**config.mk**
```make
export PLATFORM = sky130hd
export DESIGN_NAME = fetch_stage
export DESIGN_NICKNAME = d
export VERILOG_FILES = /design/src/rtl/fetch_stage.sv
export SDC_FILE = /design/constraint.sdc
export NUM_CORES = 1
export LEC_CHECK = 0
export CAP_MARGIN = 10
export CORE_MARGIN = 3
export CORE_UTILIZATION = 30
export CTS_CLUSTER_SIZE = 20
export DETAILED_ROUTE_END_ITERATION = 10
export PLACE_DENSITY = 0.72
export SYNTH_ARGS = -nofsm -noshare
export SYNTH_HDL_FRONTEND = slang
export SYNTH_SLANG_ARGS = --single-unit
```
**constraint.sdc**
```tcl
create_clock -name clk -period 1.9 [get_ports clk]
set_clock_uncertainty 0.2 [all_clocks]
set_input_delay 0.19 -clock clk [delete_from_list [all_inputs] [get_ports clk]]
set_output_delay 0.19 -clock clk [all_outputs]
set_load 0.02 [all_outputs]
```
**src/rtl/fetch_stage.sv**
```systemverilog
// Instruction fetch stage: PC, IF/ID register, stall/redirect/fault handling.
// Optional performance counters are enabled with the FETCH_PERF_EN macro.
module fetch_stage #(
    parameter int unsigned WIDTH            = 8,
    parameter int unsigned INSTRUCTIONWIDTH = 24,
    parameter int unsigned PC_STEP          = 2,
    parameter int unsigned IMEM_BYTES       = 32,
    parameter int unsigned RESET_PC         = 0
) (
    input  logic                        clk,
    input  logic                        rst_n,
    output logic [WIDTH-1:0]            imem_addr,
    input  logic [INSTRUCTIONWIDTH-1:0] imem_rdata,
    input  logic                        stall,
    input  logic                        redirect,
    input  logic [WIDTH-1:0]            redirect_pc,
    output logic                        ifid_valid,
    output logic [INSTRUCTIONWIDTH-1:0] ifid_instr,
    output logic [WIDTH-1:0]            ifid_pc,
    output logic [WIDTH-1:0]            ifid_pc_next,
    output logic                        fetch_fault
`ifdef FETCH_PERF_EN
    ,
    output logic [15:0]                 perf_fetched,
    output logic [15:0]                 perf_stalls
`endif
);

    localparam int unsigned LAST_PC   = IMEM_BYTES - PC_STEP;
    localparam int unsigned PERF_W    = 16;

    logic [WIDTH-1:0]            pc_q, pc_d;
    logic                        valid_q, valid_d;
    logic [INSTRUCTIONWIDTH-1:0] instr_q, instr_d;
    logic [WIDTH-1:0]            ipc_q, ipc_d;
    logic [WIDTH-1:0]            ipc_next_q, ipc_next_d;
    logic                        fault_q, fault_d;
    logic                        out_of_range_c;
    logic                        fetch_c;
    logic                        stall_cnt_c;
    logic [WIDTH-1:0]            pc_inc_c;

    // Misaligned PC or a PC whose instruction would spill past the segment.
    assign out_of_range_c = pc_q[0] || (32'(pc_q) > LAST_PC);
    assign pc_inc_c       = pc_q + WIDTH'(PC_STEP);

    always_comb begin
        pc_d        = pc_q;
        valid_d     = valid_q;
        instr_d     = instr_q;
        ipc_d       = ipc_q;
        ipc_next_d  = ipc_next_q;
        fault_d     = fault_q;
        fetch_c     = 1'b0;
        stall_cnt_c = 1'b0;
        if (!fault_q) begin
            if (redirect) begin
                pc_d    = redirect_pc;
                valid_d = 1'b0;
            end else if (stall) begin
                stall_cnt_c = 1'b1;
            end else if (out_of_range_c) begin
                fault_d = 1'b1;
                valid_d = 1'b0;
            end else begin
                fetch_c    = 1'b1;
                valid_d    = 1'b1;
                instr_d    = imem_rdata;
                ipc_d      = pc_q;
                ipc_next_d = pc_inc_c;
                pc_d       = pc_inc_c;
            end
        end
    end

    always_ff @(posedge clk or negedge rst_n) begin
        if (!rst_n) begin
            pc_q       <= WIDTH'(RESET_PC);
            valid_q    <= 1'b0;
            instr_q    <= '0;
            ipc_q      <= '0;
            ipc_next_q <= '0;
            fault_q    <= 1'b0;
        end else begin
            pc_q       <= pc_d;
            valid_q    <= valid_d;
            instr_q    <= instr_d;
            ipc_q      <= ipc_d;
            ipc_next_q <= ipc_next_d;
            fault_q    <= fault_d;
        end
    end

    assign imem_addr    = pc_q;
    assign ifid_valid   = valid_q;
    assign ifid_instr   = instr_q;
    assign ifid_pc      = ipc_q;
    assign ifid_pc_next = ipc_next_q;
    assign fetch_fault  = fault_q;

`ifdef FETCH_PERF_EN
    logic [PERF_W-1:0] fetched_q, fetched_d;
    logic [PERF_W-1:0] stalls_q, stalls_d;

    // Saturating event counters.
    always_comb begin
        fetched_d = fetched_q;
        stalls_d  = stalls_q;
        if (fetch_c && (fetched_q != {PERF_W{1'b1}})) begin
            fetched_d = fetched_q + PERF_W'(1);
        end
        if (stall_cnt_c && (stalls_q != {PERF_W{1'b1}})) begin
            stalls_d = stalls_q + PERF_W'(1);
        end
    end

    always_ff @(posedge clk or negedge rst_n) begin
        if (!rst_n) begin
            fetched_q <= '0;
            stalls_q  <= '0;
        end else begin
            fetched_q <= fetched_d;
            stalls_q  <= stalls_d;
        end
    end

    assign perf_fetched = fetched_q;
    assign perf_stalls  = stalls_q;
`else
    logic unused_perf_c;
    assign unused_perf_c = fetch_c ^ stall_cnt_c ^ (PERF_W != 0);
`endif

endmodule

```
==> flow_summary.toml, run 1 <==
[min_path]
hold_class = "in -> async"

[placement]
place_ws_ns = -0.00143
io_buffers = 85
dpl.cell_count = 313
dp_hpwl_um = 3520
gp_congestion = 0.758

[logic_synthesis]
synth_area_mm2 = 0.00207
synth.largest_area_cell = "dfrtp_1"
ys_seq_area_share_pct = 59.1
synth_area_leaders = "dfrtp_1, mux2_4, mux2_2, nand2_1, and2_1"
synth.avg_cell_area_um2 = 13.9
synth_top_area_share_pct = 59.1
synthAdderAreaFrac_pct = 0.603
yosysWarnings = 0
syn_inst = 149
synth_xor_area_share_pct = 1.27
synth_compound_area_share_pct = 5.97
yosys.area_share.simple_pct = 9.35
ys_seq_elements = 49
synthesis.nets = 186
synth_top_family_by_area = "multiplexers"
synth_mux_area_share_pct = 20.1
synth_cell_types = 31

[floorplan]
start_util_pct = 31.8
num_rows = 29
die_area_mm2 = 0.00795
ios = 86
die_h_um = 89.2
die_w_um = 89.2
core_mm2 = 0.00653

[finish]
diodes = 0
seq_area_mm2 = 0.00123
nNetsFinal = 282
finalNonFillerCells = 323
multi_input_area_um2 = 773
fill_cells = 596
area_growth_pct = 51.9
layout-drive-gt1-share_pct = 22.4

[sta]
rsz0062_at_grt = "true"
slew_headroom_pct = 72.9
min_period_ns = 1.89
drv_slew = 0
worst_slew_pin_slew_ns = 0.407
max_freq_mhz = 530
worst_slack_ns = 0.0150
min_period_over_period_pct = 99.2
finalSetupViolCount = 0
hold_violations = 0

[global_route]
first_global_vias = 1544
grt.total_usage_pct = 12.5
grt_pass1_wl_um = 7530
antenna_found_initial = 0
grt_max_degree = 39
overflow = 0

[routing]
drc_errors = 0
wl_per_cell_um = 14.7
routed_wl_um = 4750
first_pass_iters = 4
vias_per_cell = 4.52
drt_iter0_drc = 43
vias = 1460
drtAntennaViolNets = 0

[setup_path]
required_ns = 1.89
worstSetupPathType = "reg -> reg"
cp_max_fo = 5
end_kind = "flop"
arrival_ns = 1.87
startpoint_type = "flop"

[clocking]
clockRootBuffer = "clkbuf_8"
cts_num_sinks = 49
clkTransAtPathRegs_ns = 0.10
clk_latency_ns = 0.30
cts_buffer_depth = 2
htree_levels = 2
cts_tree = "built"
numCtsBuffers = 5

[job]
cap_violations = 0

[power]
p_leak_nw = 1.48
peakVddDrop_mv = 0.400
power_density_mw_per_mm2 = 825

[run_status]
outcome = "completed"
routing by layer:
layer	global-route usage, %	part of all wire, %
met1	16.3	45
met2	20.3	48
met3	3.69	6.6
met4	3.52	0.55
met5	0	0
stage by stage:
step	hold WS [ns]	TNS (ns)	util [%]	total power, W	instance area (µm²)
finish	0.148	0	48.2	0.00260	3150
global route	0.175	-0.0442	48.2	0.00275	3150
CTS	0.156	0	48.2	0.00265	3150
detailed placement	-0.0528	-0.00143	46.5	0.00201	3040
global placement	-0.0547	0	46.5	0.00199	3040
floorplan	-0.306	0	-	0.00160	2080
worst paths after layout:
kind                                       from               to  slack, ns  cells after the start
worst min register to register  ifid_pc_next[3]  ifid_pc_next[3]       0.29                      2
worst max-delay path               imem_addr[6]     imem_addr[2]       0.01                      4
max in group asynchronous                 rst_n       ifid_pc[4]       0.75                      3
min in group clk                 redirect_pc[7]     imem_addr[7]       0.22                      3
worst max register to register     imem_addr[6]     imem_addr[2]       0.01                      4
worst min-delay path                      rst_n   ifid_instr[13]       0.15                      2
logic make-up (layout without fill, tap and decap cells):
kind of cell               after synthesis  in the layout
adders and majority gates                1              1
muxes                                   29             29
AOI/OAI and AO/OA                       21             21
and+or+nand+nor                         36             36
buffers and inverters                   10            107
xor gates and xnor gates                 3              3
DFF                                     49             49
cell type report:
cell class,instances,area share [%]
clock inverters,3,0.715
clock buffers,5,2.18
multi-input cells,90,24.5
inverters,2,0.238
flip-flops and latches,49,39.0
repair buffers,97,30.3
well taps,77,3.06
state kept, by name (all words and copies together), names as in the netlist:
signal and flops:
ifid_instr 24, ifid_pc_next 7, fetch_fault 1, ifid_pc 8
imem_addr 8, ifid_valid 1
worst max-delay path: stages, from the launching register on:
cell and delay, ns:
dfrtp_2 0.44, or4_4 0.57, or4_1 0.40, o21ai_1 0.09, a21oi_1 0.08
report_power, final:
group          leakage [nW]  total (W)  switching [W]  internal, W
clock                0.0481   0.000609       0.000348     0.000262
sequential            0.652    0.00126      0.0000993      0.00116
combinational         0.784   0.000734       0.000324     0.000410
total                  1.48    0.00260       0.000771      0.00183
Yosys cell counts (all sizes together):
cell	instances
nand3b	1
mux2	29
a41oi	1
and2	6
nor3	1
or4	2
o21ai	8
a21o	2
nor4	1
ha	1
nand2b	1
o22ai	1
inv	2
a31oi	1
dfrtp	49
nand2	15
and3	1
xor2	2
nor2	5
o22a	1
a21oi	6
clkbuf	1
buf	7
xnor2	1
o211ai	1
nand3	3
layout by cell type, fill, tap and decap left out, types with 2 or more instances in the layout:
cell type        netlist  final
o21ai_1                5      5
clkdlybuf4s50_1        0     83
nand3_1                3      3
a21oi_1                6      6
mux2_4                24     24
buf_4                  4     10
inv_1                  2      2
nor2_1                 5      5
and2_1                 6      6
o21ai_0                3      3
dfrtp_2                0      2
mux2_2                 5      5
clkbuf_8               0      5
dfrtp_1               49     47
xor2_1                 2      2
clkinv_4               0      2
nand2_1               15     15
what timing repair did:
action                     in CTS  in global routing
hold endpoints to repair       17                  0
hold buffers                    1                  0
setup endpoints to repair       1                  2
setup buffers                   1                  0
resized for setup               0                  1
Note: power is estimated with default switching activity, not from simulation.
==> run 2: changes to the inputs <==
--- a/config.mk
+++ b/config.mk
@@ -10,7 +10,8 @@
 export CORE_UTILIZATION = 30
 export CTS_CLUSTER_SIZE = 20
 export DETAILED_ROUTE_END_ITERATION = 10
-export PLACE_DENSITY = 0.72
+export PLACE_DENSITY = 0.7
+export SKIP_LAST_GASP = 1
 export SYNTH_ARGS = -nofsm -noshare
 export SYNTH_HDL_FRONTEND = slang
 export SYNTH_SLANG_ARGS = --single-unit
==> constraint.sdc (replaced) <==
create_clock -name clk -period 2.3 [get_ports clk]
set_clock_uncertainty 0.2 [all_clocks]
set_input_delay 0.23 -clock clk [delete_from_list [all_inputs] [get_ports clk]]
set_output_delay 0.23 -clock clk [all_outputs]
set_load 0.02 [all_outputs]
==> flow_summary.toml, run 2 (synthesized netlist as in run 1, its figures left out) <==
[floorplan]
die_w_um = 89.2
ios = 86
core_mm2 = 0.00653
die_h_um = 89.2
die_area_mm2 = 0.00795
num_rows = 29
start_util_pct = 31.8

[sta]
hold_violations = 0
worst_slew_pin_slew_ns = 0.629
hold_slack_ns = 0.253
finalSetupViolCount = 0
max_freq_mhz = 497
slew_headroom_pct = 58.1
min_period_ns = 2.01
rsz0062_at_grt = "false"
min_period_over_period_pct = 87.5
drv_slew = 0
final.setup.tns_ns = 0

[clocking]
clockRootBuffer = "clkbuf_8"
cts_buffer_depth = 2
cts.repair.resized = 0
clkTransAtPathRegs_ns = 0.09
numCtsBuffers = 5
cts_tree = "built"
cts_num_sinks = 49
htree_levels = 2
clk_latency_ns = 0.29

[placement]
io_buffers = 85
dp_hpwl_um = 3270
gp_congestion = 0.735

[global_route]
first_global_vias = 1611
grt_pass1_wl_um = 7560
grt.total_usage_pct = 12.3
grt_max_degree = 50
antenna_found_initial = 0
overflow = 0

[power]
power_density_mw_per_mm2 = 680
p_leak_nw = 1.45
peakVddDrop_mv = 0.346

[setup_path]
startpoint_type = "flop"
required_ns = 2.28
reg2reg_depth = 4
r2r-end = "ifid_instr[11]"
cp_max_fo = 28
end_kind = "flop"
worst_path_largest_cell_delay_ns = 0.46
worstSetupPathType = "reg -> reg"
regToRegSetupSlack_ns = 0.29
worstPathCellList = "nor4_4 > nand3b_1 > buf_12 > mux2_4"
arrival_ns = 1.99
rr_startpoint = "imem_addr[5]"
cp_slowest_cell = "dfrtp_1"

[finish]
layout-drive-gt1-share_pct = 18.8
diodes = 0
area_growth_pct = 49.8
fill_cells = 591
nNetsFinal = 276
final_cell_mix = "clkdlybuf4s50_1, dfrtp_1, mux2_4, nand2_1"
final_common_cell = "clkdlybuf4s50_1"
largest_reg_flops = 24

[routing]
drt_iter0_drc = 40
drc_errors = 0
drtAntennaViolNets = 0
vias_per_cell = 4.64
vias = 1466
routed_wl_um = 4620
wl_per_cell_um = 14.6
first_pass_iters = 4

[run_status]
outcome = "completed"

[job]
cap_violations = 0

[min_path]
hp-start = "redirect_pc[7]"
hold_class = "in -> reg"
holdPathEnd = "imem_addr[7]"
whs_path_depth = 3
-- run 2: worst max-delay path by stage --
| stage | startpoint | endpoint | slack (ns) | depth (start not counted) |
|---|---|---|---|---|
| 6_report | imem_addr[5] | ifid_instr[11] | 0.29 | 4 |
| 3_5_place_dp | imem_addr[5] | ifid_instr[10] | 0.32 | 4 |
| 4_1_cts | imem_addr[5] | ifid_instr[11] | 0.29 | 4 |
| 2_1_floorplan | imem_addr[6] | imem_addr[2] | 0.38 | 4 |
| 5_1_grt | imem_addr[5] | ifid_instr[11] | 0.18 | 4 |
| 3_3_place_gp | stall | ifid_instr[11] | 0.39 | 5 |
-- run 2: metrics by stage --
| stage | util, % | instances | setup WS, ns | power, W | instance area (µm²) |
|---|---|---|---|---|---|
| 5_1_grt | 47.6 | 316 | 0.181 | 0.00224 | 3110 |
| 4_1_cts | 47.6 | 316 | 0.289 | 0.00216 | 3110 |
| 3_5_place_dp | 46.1 | 308 | 0.316 | 0.00163 | 3010 |
| 6_report | 47.6 | 316 | 0.288 | 0.00211 | 3110 |
| 3_3_place_gp | 46.1 | 308 | 0.390 | 0.00163 | 3010 |
| 2_1_floorplan | - | 149 | 0.381 | 0.00132 | 2070 |
-- run 2: timing repair --
action / in CTS / in global routing
hold buffers: 1 / 0
hold endpoints to repair: 49 / 0
buffers inserted: 0 / 0
-- run 2: where the power goes --
part	switching (W)	leakage (nW)	internal, W
Clock	0.000264	0.0443	0.000239
Sequential	0.0000893	0.654	0.000952
Combinational	0.000253	0.754	0.000317
-- run 2: area by class of cell --
type,instances,area [µm²],share of cell area (%)
clock buffers,7,86.3,2.78
inverters,2,7.51,0.242
repair buffers,91,918,29.5
well taps,77,96.3,3.10
multi-input cells,90,773,24.9
flip-flops and latches,49,1230,39.5
-- run 2: layer usage --
| layer | GRT usage [%] | up-vias | part of all wire [%] |
|---|---|---|---|
| met1 | 16.3 | 711 | 47 |
| met2 | 19.9 | 59 | 45 |
| li1 | - | 692 | - |
| met5 | 0 | - | 0 |
| met4 | 3.65 | 0 | 0.74 |
| met3 | 3.13 | 4 | 6.6 |
-- run 2: worst max-delay path, delay by kind of cell (launching register included) --
kind | cells | cell delay [ns]
and+or+nand+nor | 2 | 0.66
DFF | 1 | 0.46
muxes | 1 | 0.31
buffers and inverters | 1 | 0.25
==> run 3: changes to the inputs <==
--- a/config.mk
+++ b/config.mk
@@ -8,6 +8,7 @@
 export CAP_MARGIN = 10
 export CORE_MARGIN = 3
 export CORE_UTILIZATION = 30
+export CTS_CLUSTER_DIAMETER = 120
 export CTS_CLUSTER_SIZE = 20
 export DETAILED_ROUTE_END_ITERATION = 10
 export PLACE_DENSITY = 0.7
==> results of run 3 <==
Final layout, timing and power as in run 2 (identical DEF).
